==> config.mk <==
export PLATFORM = sky130hd
export DESIGN_NAME = can_tx_frame_sequencer
export DESIGN_NICKNAME = d
export VERILOG_FILES = /design/src/rtl/can_tx_frame_sequencer.sv
export SDC_FILE = /design/constraint.sdc
export NUM_CORES = 1
export LEC_CHECK = 0
export BUFFER_PORTS_ARGS = -buffer_cell sky130_fd_sc_hd__clkbuf_2
export CAP_MARGIN = 10
export CORE_MARGIN = 8
export CORE_UTILIZATION = 56
export DETAILED_ROUTE_END_ITERATION = 7
export PLACE_DENSITY = 0.81
export SYNTH_ARGS = -nofsm -noshare
export SYNTH_HDL_FRONTEND = slang
export SYNTH_SLANG_ARGS = --single-unit
==> constraint.sdc <==
create_clock -name clk -period 4.6 [get_ports clk]
set_input_delay 0.92 -clock clk [delete_from_list [all_inputs] [get_ports clk]]
set_output_delay 0.92 -clock clk [all_outputs]
set_load 0.1 [all_outputs]
==> src/rtl/can_tx_frame_sequencer.sv <==
// CAN 2.0A transmit frame sequencer: serialises one unstuffed bit per sample point into the bit stuffer.
// Optional macro CAN_TX_ARB_LOSS_EN adds the arb_lost output and arbitration-loss abort.
module can_tx_frame_sequencer (
  input  logic        clk,
  input  logic        rst_n,
  input  logic        reset_mode,
  input  logic        sample_point,
  input  logic        tx_valid,
  output logic        tx_ready,
  input  logic [10:0] tx_id,
  input  logic        tx_rtr,
  input  logic [3:0]  tx_dlc,
  input  logic [63:0] tx_data,
  input  logic        insert_stuff_bit,
  input  logic        rx_bit,
  output logic        bit_stuffing_en,
  output logic        tx_frame_tx_bit,
  output logic        busy,
  output logic        tx_done,
`ifdef CAN_TX_ARB_LOSS_EN
  output logic        arb_lost,
`endif
  output logic        ack_error
);

  typedef enum logic [3:0] {
    S_IDLE, S_SOF, S_ID, S_RTR, S_IDE, S_R0, S_DLC, S_DATA,
    S_CRC, S_CRC_DEL, S_ACK_SLOT, S_ACK_DEL, S_EOF, S_IFS
  } state_t;

  state_t      state, tag, next_field;
  logic [6:0]  cnt, field_len;
  logic [14:0] crc;
  logic [10:0] id_q;
  logic        rtr_q;
  logic [3:0]  dlc_q, nbytes_q;
  logic [63:0] data_q;
  logic        accept, hold, last_bit;
  logic [3:0]  id_idx, crc_idx;
  logic [1:0]  dlc_idx;
  logic [5:0]  data_idx;
`ifdef CAN_TX_ARB_LOSS_EN
  logic        latched_bit, arb_hit;
`endif

  function automatic logic [14:0] crc15_step(input logic [14:0] c, input logic b);
    logic fb;
    fb = c[14] ^ b;
    return {c[13:0], 1'b0} ^ (fb ? 15'h4599 : 15'h0000);
  endfunction

  function automatic logic [3:0] payload_bytes(input logic rtr, input logic [3:0] dlc);
    if (rtr)              return 4'd0;
    else if (dlc > 4'd8)  return 4'd8;
    else                  return dlc;
  endfunction

  assign tx_ready        = (state == S_IDLE) && !reset_mode;
  assign accept          = tx_valid && tx_ready;
  assign busy            = (state != S_IDLE);
  assign bit_stuffing_en = state inside {S_SOF, S_ID, S_RTR, S_IDE, S_R0, S_DLC, S_DATA, S_CRC};
  assign hold            = bit_stuffing_en && insert_stuff_bit;

  assign id_idx   = 4'd10 - cnt[3:0];
  assign crc_idx  = 4'd14 - cnt[3:0];
  assign dlc_idx  = 2'd3 - cnt[1:0];
  assign data_idx = 6'd63 - cnt[5:0];
`ifdef CAN_TX_ARB_LOSS_EN
  assign arb_hit  = (tag == S_ID || tag == S_RTR) && latched_bit && !rx_bit;
`endif

  always_comb begin
    tx_frame_tx_bit = 1'b1;
    case (state)
      S_SOF, S_IDE, S_R0: tx_frame_tx_bit = 1'b0;
      S_ID:               tx_frame_tx_bit = id_q[id_idx];
      S_RTR:              tx_frame_tx_bit = rtr_q;
      S_DLC:              tx_frame_tx_bit = dlc_q[dlc_idx];
      S_DATA:             tx_frame_tx_bit = data_q[data_idx];
      S_CRC:              tx_frame_tx_bit = crc[crc_idx];
      default:            tx_frame_tx_bit = 1'b1;
    endcase
  end

  always_comb begin
    field_len  = 7'd1;
    next_field = S_IDLE;
    case (state)
      S_SOF:      next_field = S_ID;
      S_ID:       begin field_len = 7'd11; next_field = S_RTR; end
      S_RTR:      next_field = S_IDE;
      S_IDE:      next_field = S_R0;
      S_R0:       next_field = S_DLC;
      S_DLC:      begin field_len = 7'd4; next_field = (nbytes_q == 4'd0) ? S_CRC : S_DATA; end
      S_DATA:     begin field_len = {nbytes_q, 3'b000}; next_field = S_CRC; end
      S_CRC:      begin field_len = 7'd15; next_field = S_CRC_DEL; end
      S_CRC_DEL:  next_field = S_ACK_SLOT;
      S_ACK_SLOT: next_field = S_ACK_DEL;
      S_ACK_DEL:  next_field = S_EOF;
      S_EOF:      begin field_len = 7'd7; next_field = S_IFS; end
      S_IFS:      begin field_len = 7'd3; next_field = S_IDLE; end
      default:    next_field = S_IDLE;
    endcase
    last_bit = (cnt == field_len - 7'd1);
  end

  // frame contents are captured once per accept and need no reset
  always_ff @(posedge clk) begin
    if (accept) begin
      id_q     <= tx_id;
      rtr_q    <= tx_rtr;
      dlc_q    <= tx_dlc;
      data_q   <= tx_data;
      nbytes_q <= payload_bytes(tx_rtr, tx_dlc);
    end
  end

  always_ff @(posedge clk or negedge rst_n) begin
    if (!rst_n) begin
      state     <= S_IDLE;
      tag       <= S_IDLE;
      cnt       <= '0;
      crc       <= '0;
      tx_done   <= 1'b0;
      ack_error <= 1'b0;
`ifdef CAN_TX_ARB_LOSS_EN
      arb_lost    <= 1'b0;
      latched_bit <= 1'b1;
`endif
    end else begin
      tx_done   <= 1'b0;
      ack_error <= 1'b0;
`ifdef CAN_TX_ARB_LOSS_EN
      arb_lost  <= 1'b0;
`endif
      if (reset_mode) begin
        state <= S_IDLE;
        tag   <= S_IDLE;
        cnt   <= '0;
        crc   <= '0;
      end else if (accept) begin
        state <= S_SOF;
        tag   <= S_IDLE;
        cnt   <= '0;
        crc   <= '0;
      end else if (sample_point) begin
        // tag follows the bit the stuffer latches now; a stuff bit carries no field
        tag <= hold ? S_IDLE : state;
`ifdef CAN_TX_ARB_LOSS_EN
        latched_bit <= tx_frame_tx_bit;
`endif
        if (tag == S_ACK_SLOT && rx_bit)
          ack_error <= 1'b1;
`ifdef CAN_TX_ARB_LOSS_EN
        if (arb_hit) begin
          arb_lost <= 1'b1;
          state    <= S_IDLE;
          tag      <= S_IDLE;
          cnt      <= '0;
          crc      <= '0;
        end else
`endif
        if (busy && !hold) begin
          if (state inside {S_SOF, S_ID, S_RTR, S_IDE, S_R0, S_DLC, S_DATA})
            crc <= crc15_step(crc, tx_frame_tx_bit);
          if (last_bit) begin
            state <= next_field;
            cnt   <= '0;
            if (state == S_IFS)
              tx_done <= 1'b1;
          end else begin
            cnt <= cnt + 7'd1;
          end
        end
      end
    end
  end

endmodule

==> impl_metrics.json <==
{
  "fp.dieW_um": 114.7,
  "hp-start": "tag[0]$_DFFE_PN0P_",
  "grt_pass1_vias": 3768,
  "maxSlewHeadroom_pct": 30.04,
  "top_usage_layer": "met2",
  "cts_tree": "done",
  "cts_root_buf": "clkbuf_8",
  "synth_top_cells_by_count": "84 x edfxtp_1, 32 x dfrtp_1, 18 x nor2_1",
  "synthDistinctLibCells": 72,
  "numCtsBuffers": 17,
  "cts_max_path_buffers": 2,
  "drtIter0Drc": 282,
  "clk_pin_slew_ns": 0.06,
  "internal_power_mw": 2.309,
  "synth_area_leaders": "edfxtp_1 46%, dfrtp_1 15%, mux4_2 6.6%",
  "wire_per_inst_um": 18.29,
  "yosysMostFrequentCell": "edfxtp_1",
  "antenna_found_initial": 0,
  "design_area_um2": 6565,
  "fin_nets": 555,
  "fin_cells": 613,
  "reg2reg_depth": 9,
  "rows": 36,
  "final.setup.tns_ns": 0,
  "insertion_delay_ns": 0.52,
  "ios": 93,
  "port_buffers": 92,
  "synth_edf_count": 84,
  "status": "completed",
  "layout-drive-gt1-share_pct": 34.79,
  "slew_viol_final": 0,
  "whs_endpoint": "ack_error$_DFF_PN0_",
  "drc": 0,
  "initial_utilization_pct": 56.82,
  "cp.arrival_ns": 3.43,
  "synth_top_area_cell": "edfxtp_1",
  "antenna_left": 0,
  "fmax_ghz": 0.2297,
  "final-setup-viol-count": 0,
  "p_comb_share_pct": 23.3,
  "netlist_instances": 379,
  "grt_use_met2_pct": 29.24,
  "diodes": 0,
  "critPathMaxFanout": 14,
  "required_ns": 3.68,
  "use_met3_pct": 6.909,
  "power_switching_mw": 1.121,
  "startpoint_type": "register",
  "gr-total-overflow": 0,
  "grt_use_total_pct": 18.38,
  "die_area_um2": 13150,
  "worst_slew_pin_slew_ns": 1.049,
  "finalCoreUtilization_pct": 68.43,
  "htreeDepth": 4,
  "r2r_start": "cnt[0]$_DFFE_PN0P_",
  "grt_max_degree": 85,
  "design.core.area_um2": 9594,
  "use_met1_pct": 21.80,
  "nFillCells": 641,
  "yosysSeqAreaShare_pct": 60.96,
  "period_minus_slack_ns": 4.354,
  "area_growth_pct": 20.43,
  "crit_type": "reg2out",
  "seq_power_share_pct": 40.8,
  "async_reset_ff_share_pct": 27.59,
  "hold_path.class": "reg2reg",
  "grt_first_pass_wirelength_mm": 18.46,
  "drv_cap": 0,
  "fin_worst_skew_ns": 0.006272,
  "r2r_slack_ns": 1.40,
  "fin_crit_sh_pct": 94.65,
  "grt_setup_unrepaired": "false",
  "ys_ff_latch": 116,
  "firstDrtPassIters": 4,
  "drt_wl_total_mm": 11.21,
  "die_y_um": 114.7,
  "holdWs_ns": 0.4406,
  "yosysWarnings": 0,
  "rr_endpoint": "crc[8]$_DFFE_PN0P_",
  "switching_share_pct": 32.68,
  "holdPathStages": 1,
  "hpwl_mm": 7.825,
  "placed_area_um2": 6003,
  "vias": 3564,
  "vdd_drop_max_uv": 338.4,
  "gp_congestion": 0.8185,
  "vias_per_cell": 5.814,
  "syn_avg_cell_area_um2": 14.38,
  "synth_area_um2": 5451,
  "synthDominantCellAreaShare_pct": 46.27,
  "power.share.clock_pct": 35.9,
  "p_leak_nw": 2.493,
  "ys.flop_type": "edfxtp_1",
  "syn_nets": 467,
  "p_per_area_nw_per_um2": 522.4,
  "clkSinkCount": 116,
  "timing.final.hold_violations": 0,
  "crit_path_end_kind": "output port",
  "place_inst": 581
}
## worst max-delay path: stages (launching register included)
cell,delay (ns)
dfrtp_1,0.49
ha_2,0.57
mux2_2,0.38
a21oi_1,0.16
o311ai_0,0.14
a31oi_1,0.17
o2111ai_1,0.24
a41oi_4,0.44
inv_1,0.14
buf_12,0.19
## sequential cells by signal, summed over array words and instances, names as in the netlist
| name | flops |
|---|---|
| id_q | 11 |
| dlc_q | 4 |
| nbytes_q | 4 |
| crc | 15 |
| state | 4 |
| rtr_q | 1 |
| data_q | 64 |
| cnt | 7 |
| tag | 4 |
| tx_done | 1 |
| ack_error | 1 |
## layout make-up
class,count,area [um2],area share [%]
sequential,116,3323,50.62
multi-input combinational,229,1984,30.23
timing repair buffer,96,505.5,7.700
clock buffer,17,414.1,6.308
tap,133,166.4,2.535
clock inverter,15,145.1,2.211
inverter,7,26.28,0.4002
## repair_timing
| item | CTS | global route |
|---|---|---|
| endpoints found under the setup margin | 0 | 1 |
| resized for setup | 0 | 1 |
| endpoints found under the hold margin | 0 | 0 |
| hold buffers | 0 | 0 |
| buffers inserted | 0 | 0 |
## logic make-up (layout without fill, tap and decap cells)
logic type | Yosys count | in the layout | share of synthesized area (%)
flops | 116 | 116 | 60.96
compound gates | 76 | 76 | 10.81
buf+inv | 34 | 135 | 2.892
xor+xnor | 18 | 18 | 4.154
simple gates | 96 | 96 | 9.755
mux | 38 | 38 | 11.20
fa+ha+maj | 1 | 1 | 0.2295
## per-stage QoR
stage | total power [mW] | setup slack (ns)
2_1_floorplan | 2.014 | 0.4543
3_3_place_gp | 2.188 | 0.7960
3_5_place_dp | 2.218 | 0.6571
4_1_cts | 3.457 | 0.09702
5_1_grt | 3.578 | 0.01871
6_report | 3.430 | 0.2460
## power groups by stage
stage / combinational (mW) / clock, mW / sequential, mW
2_1_floorplan: 0.666 / 0 / 1.35
3_3_place_gp: 0.778 / 0 / 1.41
3_5_place_dp: 0.799 / 0 / 1.42
4_1_cts: 0.805 / 1.25 / 1.40
5_1_grt: 0.859 / 1.30 / 1.42
6_report: 0.801 / 1.23 / 1.40
## metal layers
layer  vias to the layer above  routed length [um]
met3                        21                 797
li1                       1664                   -
met5                         -                   0
met1                      1722                4620
met2                       157                5581
met4                         0                 210
## worst max-delay path by stage
stage / from / endpoint / slack, ns / cells past startpoint
floorplan: state[1]$_DFFE_PN0P_ / data_q[0]$_DFFE_PP_ / 0.45 / 5
global placement: cnt[0]$_DFFE_PN0P_ / tx_frame_tx_bit / 0.80 / 9
detailed placement: cnt[0]$_DFFE_PN0P_ / tx_frame_tx_bit / 0.66 / 9
CTS: cnt[0]$_DFFE_PN0P_ / tx_frame_tx_bit / 0.1 / 9
global route: cnt[0]$_DFFE_PN0P_ / tx_frame_tx_bit / 0.02 / 9
finish: cnt[0]$_DFFE_PN0P_ / tx_frame_tx_bit / 0.25 / 9
## cells in the final DEF, fill, tap and decap left out, types with 4 or more instances in the layout
| cell | Yosys | final |
|---|---|---|
| a21oi_1 | 11 | 11 |
| a22o_1 | 14 | 14 |
| a31oi_1 | 5 | 5 |
| and2_1 | 5 | 4 |
| buf_4 | 2 | 4 |
| clkbuf_16 | 0 | 16 |
| clkbuf_2 | 1 | 91 |
| dfrtp_1 | 32 | 32 |
| edfxtp_1 | 84 | 84 |
| inv_1 | 6 | 6 |
| inv_6 | 0 | 7 |
| mux2_2 | 7 | 7 |
| mux2_4 | 4 | 4 |
| mux2i_1 | 10 | 10 |
| mux4_2 | 16 | 16 |
| nand2_1 | 16 | 16 |
| nand2b_1 | 5 | 5 |
| nand3_1 | 10 | 10 |
| nand4_1 | 4 | 4 |
| nor2_1 | 18 | 17 |
| nor2b_1 | 7 | 7 |
| nor3_1 | 7 | 7 |
| o21ai_0 | 8 | 8 |
| xnor2_1 | 9 | 9 |
| xnor3_1 | 5 | 5 |
| xor2_1 | 4 | 4 |
Power figures use the tool's default switching activity.
